[config.mk]
export PLATFORM = sky130hd
export DESIGN_NAME = elevator_ctrl_flat
export DESIGN_NICKNAME = d
export VERILOG_FILES = /design/src/rtl/elevator_pkg.sv /design/src/rtl/elevator_if.sv /design/src/rtl/elevator_req_scan.sv /design/src/rtl/elevator_ctrl.sv /design/src/flat_wrapper.sv
export SDC_FILE = /design/constraint.sdc
export NUM_CORES = 1
export LEC_CHECK = 0
export ABC_CLOCK_PERIOD_IN_PS = 4000
export CORE_ASPECT_RATIO = 0.8
export CORE_MARGIN = 5
export CORE_UTILIZATION = 39
export DETAILED_ROUTE_END_ITERATION = 12
export PLACE_DENSITY = 0.67
export RECOVER_POWER = 25
export SKIP_LAST_GASP = 1
export SLEW_MARGIN = 10
export SYNTH_ARGS = -nofsm -noshare
export SYNTH_HDL_FRONTEND = slang
export SYNTH_HIERARCHICAL = 1
export SYNTH_SLANG_ARGS = --single-unit
[constraint.sdc]
create_clock -name clk -period 4 [get_ports clk]
set_input_delay 1.2 -clock clk [delete_from_list [all_inputs] [get_ports clk]]
set_output_delay 1.2 -clock clk [all_outputs]
set_load 0.1 [all_outputs]
[src/rtl/elevator_pkg.sv]
// Shared encodings for the car controller and the TIMEOUT unit.
// Both blocks import this package so they agree on what each estado means.
package elevator_pkg;

    localparam int ESTADO_W = 3;

    typedef enum logic [ESTADO_W-1:0] {
        IDLE = 3'd0,
        OPEN = 3'd1,
        UP   = 3'd2,
        DOWN = 3'd3,
        STOP = 3'd4
    } estado_t;

    // Plain constants for FSM code that works on raw estado vectors.
    localparam logic [ESTADO_W-1:0] ST_IDLE = 3'd0;
    localparam logic [ESTADO_W-1:0] ST_OPEN = 3'd1;
    localparam logic [ESTADO_W-1:0] ST_UP   = 3'd2;
    localparam logic [ESTADO_W-1:0] ST_DOWN = 3'd3;
    localparam logic [ESTADO_W-1:0] ST_STOP = 3'd4;

endpackage

[src/rtl/elevator_if.sv]
// Car-side bundle: call inputs and TIMEOUT pulse in, state/motor/door out.
// master = the controller, slave = whoever drives requests and timeouts.
interface elevator_if
    import elevator_pkg::*;
#(
    parameter int NUM_FLOORS = 8
) ();
    localparam int FLOOR_W = $clog2(NUM_FLOORS);

    logic [NUM_FLOORS-1:0] req;
    logic                  timeout;
    logic [ESTADO_W-1:0]   estado;
    logic [FLOOR_W-1:0]    floor;
    logic                  dir_up;
    logic                  motor_up;
    logic                  motor_down;
    logic                  door_open;
    logic [NUM_FLOORS-1:0] pending;

    modport master (
        input  req, timeout,
        output estado, floor, dir_up, motor_up, motor_down, door_open, pending
    );

    modport slave (
        output req, timeout,
        input  estado, floor, dir_up, motor_up, motor_down, door_open, pending
    );
endinterface

[src/rtl/elevator_req_scan.sv]
// Reduces the outstanding-request vector to the three SCAN terms
// relative to the current floor: a request here, anywhere above, anywhere below.
module elevator_req_scan
#(
    parameter int NUM_FLOORS = 8,
    parameter int FLOOR_W    = $clog2(NUM_FLOORS)
) (
    input  logic [NUM_FLOORS-1:0] i_pending,
    input  logic [FLOOR_W-1:0]    i_floor,
    output logic                  o_here,
    output logic                  o_above,
    output logic                  o_below
);

    // Classify every floor against the car position and OR each group.
    always_comb begin
        o_here  = 1'b0;
        o_above = 1'b0;
        o_below = 1'b0;
        for (int i = 0; i < NUM_FLOORS; i++) begin
            if (FLOOR_W'(i) == i_floor)
                o_here = o_here | i_pending[i];
            else if (FLOOR_W'(i) > i_floor)
                o_above = o_above | i_pending[i];
            else
                o_below = o_below | i_pending[i];
        end
    end

endmodule

[src/rtl/elevator_ctrl.sv]
// SCAN (collective) elevator car controller: latches calls, moves one floor
// per TIMEOUT interval, opens the door at requested floors. Outputs are
// Moore-decoded from the registered estado.
module elevator_ctrl
    import elevator_pkg::*;
#(
    parameter int NUM_FLOORS = 8,
    parameter int FLOOR_W    = $clog2(NUM_FLOORS)
) (
    input  logic       clk,
    input  logic       rst_n,
    elevator_if.master bus
);

    localparam logic [FLOOR_W-1:0] TOP_FLOOR = FLOOR_W'(NUM_FLOORS - 1);

    logic [ESTADO_W-1:0]   r_estado;
    logic [FLOOR_W-1:0]    r_floor;
    logic                  r_dir_up;
    logic [NUM_FLOORS-1:0] r_pending;

    logic [ESTADO_W-1:0]   w_estado_next;
    logic [FLOOR_W-1:0]    w_floor_next;
    logic                  w_dir_next;
    logic [NUM_FLOORS-1:0] w_pending_next;
    logic                  w_here;
    logic                  w_above;
    logic                  w_below;
    logic [ESTADO_W-1:0]   w_dec_estado;
    logic                  w_dec_dir;

    elevator_req_scan #(
        .NUM_FLOORS (NUM_FLOORS),
        .FLOOR_W    (FLOOR_W)
    ) u_scan (
        .i_pending (r_pending),
        .i_floor   (r_floor),
        .o_here    (w_here),
        .o_above   (w_above),
        .o_below   (w_below)
    );

    // SCAN decision used from IDLE and STOP: serve here, keep going the
    // current way while work remains ahead, otherwise reverse.
    always_comb begin
        w_dec_estado = ST_IDLE;
        w_dec_dir    = r_dir_up;
        if (w_here) begin
            w_dec_estado = ST_OPEN;
        end else if (r_dir_up && w_above) begin
            w_dec_estado = ST_UP;
        end else if (!r_dir_up && w_below) begin
            w_dec_estado = ST_DOWN;
        end else if (w_above) begin
            w_dec_estado = ST_UP;
            w_dec_dir    = 1'b1;
        end else if (w_below) begin
            w_dec_estado = ST_DOWN;
            w_dec_dir    = 1'b0;
        end
    end

    // Next state, direction and floor; floor steps saturate at both ends
    // even though the scan terms already make overrun impossible.
    always_comb begin
        w_estado_next = r_estado;
        w_dir_next    = r_dir_up;
        w_floor_next  = r_floor;
        case (r_estado)
            ST_IDLE, ST_STOP: begin
                w_estado_next = w_dec_estado;
                w_dir_next    = w_dec_dir;
            end
            ST_OPEN: begin
                if (bus.timeout)
                    w_estado_next = ST_STOP;
            end
            ST_UP: begin
                if (bus.timeout) begin
                    w_estado_next = ST_STOP;
                    if (r_floor != TOP_FLOOR)
                        w_floor_next = r_floor + FLOOR_W'(1);
                end
            end
            ST_DOWN: begin
                if (bus.timeout) begin
                    w_estado_next = ST_STOP;
                    if (r_floor != '0)
                        w_floor_next = r_floor - FLOOR_W'(1);
                end
            end
            default: w_estado_next = ST_IDLE;
        endcase
    end

    // Request latch; the current floor is cleared on entry to OPEN and on
    // every edge spent in OPEN, with the clear winning over a new call.
    always_comb begin
        w_pending_next = r_pending | bus.req;
        if (w_estado_next == ST_OPEN || r_estado == ST_OPEN) begin
            for (int i = 0; i < NUM_FLOORS; i++) begin
                if (FLOOR_W'(i) == r_floor)
                    w_pending_next[i] = 1'b0;
            end
        end
    end

    // Controller state registers; reset parks the car at floor 0, idle.
    always_ff @(posedge clk or negedge rst_n) begin
        if (!rst_n) begin
            r_estado  <= ST_IDLE;
            r_floor   <= '0;
            r_dir_up  <= 1'b1;
            r_pending <= '0;
        end else begin
            r_estado  <= w_estado_next;
            r_floor   <= w_floor_next;
            r_dir_up  <= w_dir_next;
            r_pending <= w_pending_next;
        end
    end

    assign bus.estado     = r_estado;
    assign bus.floor      = r_floor;
    assign bus.dir_up     = r_dir_up;
    assign bus.pending    = r_pending;
    assign bus.door_open  = (r_estado == ST_OPEN);
    assign bus.motor_up   = (r_estado == ST_UP);
    assign bus.motor_down = (r_estado == ST_DOWN);

endmodule

[src/flat_wrapper.sv]
// flat-port wrapper written by rule: the top's interface ports become plain ports
module elevator_ctrl_flat import elevator_pkg::*;
#(
    parameter int NUM_FLOORS = 8,
    parameter int FLOOR_W    = $clog2(NUM_FLOORS)
)
  (clk, rst_n, bus_req, bus_timeout, bus_estado, bus_floor, bus_dir_up, bus_motor_up, bus_motor_down, bus_door_open, bus_pending);
  elevator_if #(.NUM_FLOORS(NUM_FLOORS)) bus_i ();
  input  logic clk;
  input  logic rst_n;
  input wire logic [$bits(bus_i.req)-1:0] bus_req;
  input wire logic [$bits(bus_i.timeout)-1:0] bus_timeout;
  output wire logic [$bits(bus_i.estado)-1:0] bus_estado;
  output wire logic [$bits(bus_i.floor)-1:0] bus_floor;
  output wire logic [$bits(bus_i.dir_up)-1:0] bus_dir_up;
  output wire logic [$bits(bus_i.motor_up)-1:0] bus_motor_up;
  output wire logic [$bits(bus_i.motor_down)-1:0] bus_motor_down;
  output wire logic [$bits(bus_i.door_open)-1:0] bus_door_open;
  output wire logic [$bits(bus_i.pending)-1:0] bus_pending;
  assign bus_i.req = bus_req;
  assign bus_i.timeout = bus_timeout;
  assign bus_estado = bus_i.estado;
  assign bus_floor = bus_i.floor;
  assign bus_dir_up = bus_i.dir_up;
  assign bus_motor_up = bus_i.motor_up;
  assign bus_motor_down = bus_i.motor_down;
  assign bus_door_open = bus_i.door_open;
  assign bus_pending = bus_i.pending;
  elevator_ctrl #(.NUM_FLOORS(NUM_FLOORS), .FLOOR_W(FLOOR_W)) u_core (.clk(clk), .rst_n(rst_n), .bus(bus_i));
endmodule
==> flow_summary.yaml, run 1 <==
status:
  status: "completed"
route:
  vias: 997
  drtIter0Drc: 71
  drc: 0
  routed_wl_um: 2680
  wl_per_cell_um: 14.8
  dr.pass1.iters: 4
  ant_nets: 0
  post_drt_via_cell_ratio: 5.51
setup_path:
  cpMaxStageDelayCell: "dfrtp_1"
  ff2ff_setup_slack_ps: 1750
  startpoint_type: "register"
  path_delay_family: "flip-flops"
  crit_required_ps: 2800
  cp-end-kind: "output pin"
  r2r_cells: 6
  crit_buf_inv: 2
  r2r_end: "u_core/bus.pending[4]"
  critPathMaxFanout: 18
  critical_path_arrival_ps: 1560
  critPathMaxStageDelay_ps: 690
  critPathKind: "register to output pin"
  regToRegStartpoint: "u_core/bus.floor[2]"
  worstPathCellList: "inv_1 > nor3_2 > buf_4"
logic_synthesis:
  syn_inst: 115
  synth_largest_area_cell: "dfrtp_1"
  async_reset_ff_share_pct: 100
  ys_warn_count: 6
  yosysTopAreaCellShare_pct: 32.9
  synth_top_cells_by_area: "dfrtp_1 33%, ha_1 8.2%, nor2_1 5.6%"
  synth_area_um2: 1070
  synth_seq_cells: 15
  yosys.cell_count.top_type: "nor2_1"
  yosys-top-cells-count: "16 x nor2_1, 14 x dfrtp_1, 7 x a21oi_1, 7 x ha_1"
  syn_area_per_cell_um2: 9.27
  synthFlopType: "dfrtp_1"
  ys_seq_area_share_pct: 35.3
  synth_fp_nets: 133
  synth_edf_count: 0
  synth_cell_type_count: 40
floorplan:
  ios: 29
  dieArea_um2: 3890
  coreArea_um2: 2680
  initial_core_util_pct: 39.8
  row_count: 17
  die_w_um: 68.5
  die_y_um: 56.8
sta:
  finalCritPeriodShare_pct: 69.0
  setup-violations-final: 0
  post-route-min-period_ps: 2760
  max_clock_freq_mhz: 362
  slew_violations: 0
  worstMarginPinSlew_ps: 679
  relSlewSlack_pct: 54.6
  hold_viol: 0
  finClkSkew_ps: 1.37
  holdWs_ps: 528
  rsz0062_at_grt: "false"
  setup-tns-final_ps: 0
clock_tree:
  postCtsResizedCells: 0
  cts.sink_count: 15
  clk_latency_ps: 280
  cts_buffers: 3
  path_clk_slew_ps: 90
  cts_tree: "built"
  cts_hold_buf: 0
  root_buffer: "clkbuf_4"
  cts_setup_buffers: 0
  h-tree-depth: 1
  clockBufferDepth: 2
hold_path:
  hold_end: "u_core/bus.dir_up"
  holdPathStages: 2
  holdCritStartpoint: "u_core/bus.dir_up"
  hp-class: "register to register"
global_route:
  antenna_found_initial: 0
  met1_usage_pct: 19.9
  grt_pass1_wl_um: 4330
  grt_use_met2_pct: 22.6
  busiest_layer: "met2"
  grt_start_max_net_pins: 19
  track_usage_pct: 14.7
  met3_usage_pct: 4.00
  grt_pass1_vias: 919
  grt_overflow_total: 0
finish:
  seq_area_um2: 377
  final_nets: 162
  final_core_util_pct: 50.3
  drive_gt1_share_pct: 23.1
  n_antenna_cell: 0
  area_delta_synth_final_pct: 26.4
  fin_area_um2: 1350
  fillCellCount: 278
  multi_input_area_um2: 639
placed_design:
  portBuffers: 28
  gp_congestion: 0.858
  placed_area_um2: 1320
  post-dp-hpwl_um: 2020
run:
  maxCapViolations: 0
==> routing by layer <==
metal | wire length (um) | vias up
met5 | 0 | -
met4 | 23 | 0
met3 | 182 | 4
met2 | 1250 | 29
met1 | 1230 | 480
li1 | - | 484
==> through the flow <==
step | worst slack [ps] | std cells
2_1_floorplan | 280 | 115
3_3_place_gp | 1550 | 177
3_5_place_dp | 1530 | 177
4_1_cts | 1230 | 181
5_1_grt | 1130 | 181
6_report | 1240 | 181
==> state kept, by name, indices dropped and copies added (netlist names) <==
| signal | count |
|---|---|
| u_core/bus.pending | 8 |
| u_core/bus.dir_up | 1 |
| u_core/bus.floor | 3 |
| u_core/bus.estado | 3 |
==> worst register-to-register path: stages (launching register included) <==
cell and delay [ps]:
dfrtp_1 570, nor2_1 340, a221oi_2 110, o221ai_1 440
nand2b_1 160, a21oi_2 350, a31oi_1 140
==> cell type report <==
| cell class | instances | share of cell area (%) |
|---|---|---|
| multi-input combinational | 90 | 47.4 |
| tap | 38 | 3.53 |
| inverter | 6 | 1.67 |
| clock buffer | 4 | 1.95 |
| sequential | 15 | 27.9 |
| timing repair buffer | 28 | 17.5 |
==> cells in the final DEF, fill, tap and decap left out, types with 2 or more instances in the layout <==
cell | Yosys | routed
mux2i_1 | 2 | 2
buf_4 | 2 | 18
o31ai_1 | 3 | 3
clkdlybuf4s50_1 | 0 | 8
a31oi_1 | 6 | 6
or2_2 | 2 | 2
a21oi_1 | 7 | 7
o221ai_1 | 2 | 2
and2_1 | 2 | 2
nor2_1 | 16 | 16
o211ai_1 | 2 | 2
dlygate4sd3_1 | 0 | 2
o41ai_1 | 2 | 2
nand2b_1 | 2 | 2
ha_1 | 7 | 7
o21ai_0 | 4 | 4
nor2b_1 | 3 | 3
clkbuf_4 | 0 | 3
dfrtp_1 | 14 | 14
a221oi_2 | 2 | 2
a211o_1 | 2 | 2
or3_1 | 2 | 2
nand2_1 | 5 | 5
inv_1 | 6 | 6
==> worst max-delay path by stage <==
stage | end | depth (start not counted) | slack, ps | from
3_3_place_gp | u_core/bus.floor[2] | 4 | 1550 | bus_timeout
5_1_grt | bus_door_open | 3 | 1130 | u_core/bus.estado[0]
2_1_floorplan | bus_door_open | 3 | 280 | u_core/bus.estado[0]
3_5_place_dp | u_core/bus.floor[2] | 4 | 1530 | bus_timeout
6_report | bus_door_open | 3 | 1240 | u_core/bus.estado[0]
4_1_cts | bus_door_open | 3 | 1230 | u_core/bus.estado[0]
==> logic make-up (layout without fill, tap and decap cells) <==
family	count (synthesis)	count (layout)	synth area share, %
AND/OR/NAND/NOR	41	41	21.4
AO/OA/AOI/OAI	39	39	26.8
multiplexers	2	2	1.88
XOR/XNOR	1	1	0.822
flip-flops	15	15	35.3
adder cells (fa/ha/maj)	7	7	8.22
buffers and inverters	10	38	5.63
Power of run 1 is left out: the tool's default activity adds up to more than one toggle a clock period on the data nets, which glitch-free logic cannot reach.
==> run 2: changes to the inputs <==
Settings changed: ABC_CLOCK_PERIOD_IN_PS 4000 to 2890.
Clock period 4 ns to 2.89 ns, I/O delays scaled along.
==> flow_summary.yaml, run 2 (same netlist as run 1, synthesis figures left out) <==
clock_tree:
  path_clk_slew_ps: 90
  clk_latency_ps: 290
  cts_tree: "built"
  clockBufferDepth: 2
  postCtsResizedCells: 0
  root_buffer: "clkbuf_4"
  cts_setup_buffers: 0
  cts_hold_buf: 0
  h-tree-depth: 1
  cts.sink_count: 15
  cts_buffers: 3
setup_path:
  cp-end-kind: "output pin"
  critPathMaxFanout: 12
  critical_path_arrival_ps: 1460
  crit_required_ps: 2020
  startpoint_type: "register"
  critPathKind: "register to output pin"
finish:
  drive_gt1_share_pct: 23.8
  layout_common_cells: "16 x buf_4, 16 x nor2_1, 13 x dfrtp_1"
  seq_area_um2: 378
  multi_input_area_um2: 652
  area_delta_synth_final_pct: 30.0
  n_antenna_cell: 0
  fin_area_um2: 1390
  largest_register_ffs: 8
  final_core_util_pct: 51.7
  fillCellCount: 277
  final_nets: 162
sta:
  hold_viol: 0
  finClkSkew_ps: 10.6
  setup_slack_ps: 565
  worstMarginPinSlew_ps: 696
  max_clock_freq_mhz: 430
  finalCritPeriodShare_pct: 80.5
  relSlewSlack_pct: 53.4
  post-route-min-period_ps: 2330
  holdWs_ps: 536
  slew_violations: 0
  setup-violations-final: 0
  rsz0062_at_grt: "false"
floorplan:
  dieArea_um2: 3890
  ios: 29
  die_y_um: 56.8
  initial_core_util_pct: 39.8
  die_w_um: 68.5
  coreArea_um2: 2680
  row_count: 17
route:
  routed_wl_um: 2630
  wl_per_cell_um: 14.5
  post_drt_via_cell_ratio: 5.31
  dr.pass1.iters: 4
  ant_nets: 0
  vias: 962
  drc: 0
  drtIter0Drc: 75
run:
  maxCapViolations: 0
global_route:
  grt_start_max_net_pins: 19
  grt_pass1_vias: 978
  grt_pass1_wl_um: 4350
  antenna_found_initial: 0
  grt_overflow_total: 0
  track_usage_pct: 14.7
placed_design:
  gp_congestion: 0.816
  placed_area_um2: 1360
  place_ws_ps: 738
  post-dp-hpwl_um: 1960
  portBuffers: 28
hold_path:
  hp-class: "register to register"
status:
  status: "completed"
[run 2: cell counts in the layout (fill, tap and decap cells not counted)]
Identical to the previous run, type by type.
[run 2: metal layers]
layer / GRT usage (%) / vias up / share of wire (%) / routed length (um)
met2: 23.3 / 26 / 46 / 1210
met1: 19.1 / 453 / 47 / 1240
met3: 4.60 / 2 / 6.0 / 157
met4: 3.40 / 0 / 0.53 / 14
met5: 0 / - / 0 / 0
li1: - / 481 / - / -
[run 2: layout make-up]
cell class | count | share of cell area [%]
Tap cell | 38 | 3.43
Multi-Input combinational cell | 90 | 47.0
Inverter | 6 | 1.62
Sequential cell | 15 | 27.3
Timing Repair Buffer | 28 | 18.8
Clock buffer | 4 | 1.90
[run 2: critical path, stage by stage, from the launching register on]
cell	delay, ps
dfrtp_1	660
nor3b_4	310
buf_12	200
[run 2: metrics by stage]
| stage | TNS [ps] | cells |
|---|---|---|
| global route | 0 | 181 |
| global placement | 0 | 177 |
| finish | 0 | 181 |
| floorplan | -39.7 | 115 |
| CTS | 0 | 181 |
| detailed placement | 0 | 177 |
[run 2: final timing paths]
| kind | start | end | slack [ps] | cells past startpoint |
|---|---|---|---|---|
| worst max register to register | u_core/bus.floor[2] | u_core/bus.pending[5] | 680 | 6 |
| worst max-delay path | u_core/bus.estado[1] | bus_motor_up | 560 | 2 |
| min in group asynchronous | rst_n | u_core/bus.estado[2] | 1050 | 1 |
| max in group asynchronous | rst_n | u_core/bus.estado[0] | 1340 | 1 |
| worst min-delay path | u_core/bus.dir_up | u_core/bus.dir_up | 540 | 2 |
| worst min register to register | u_core/bus.dir_up | u_core/bus.dir_up | 540 | 2 |
Power of run 2 is left out for the same reason.
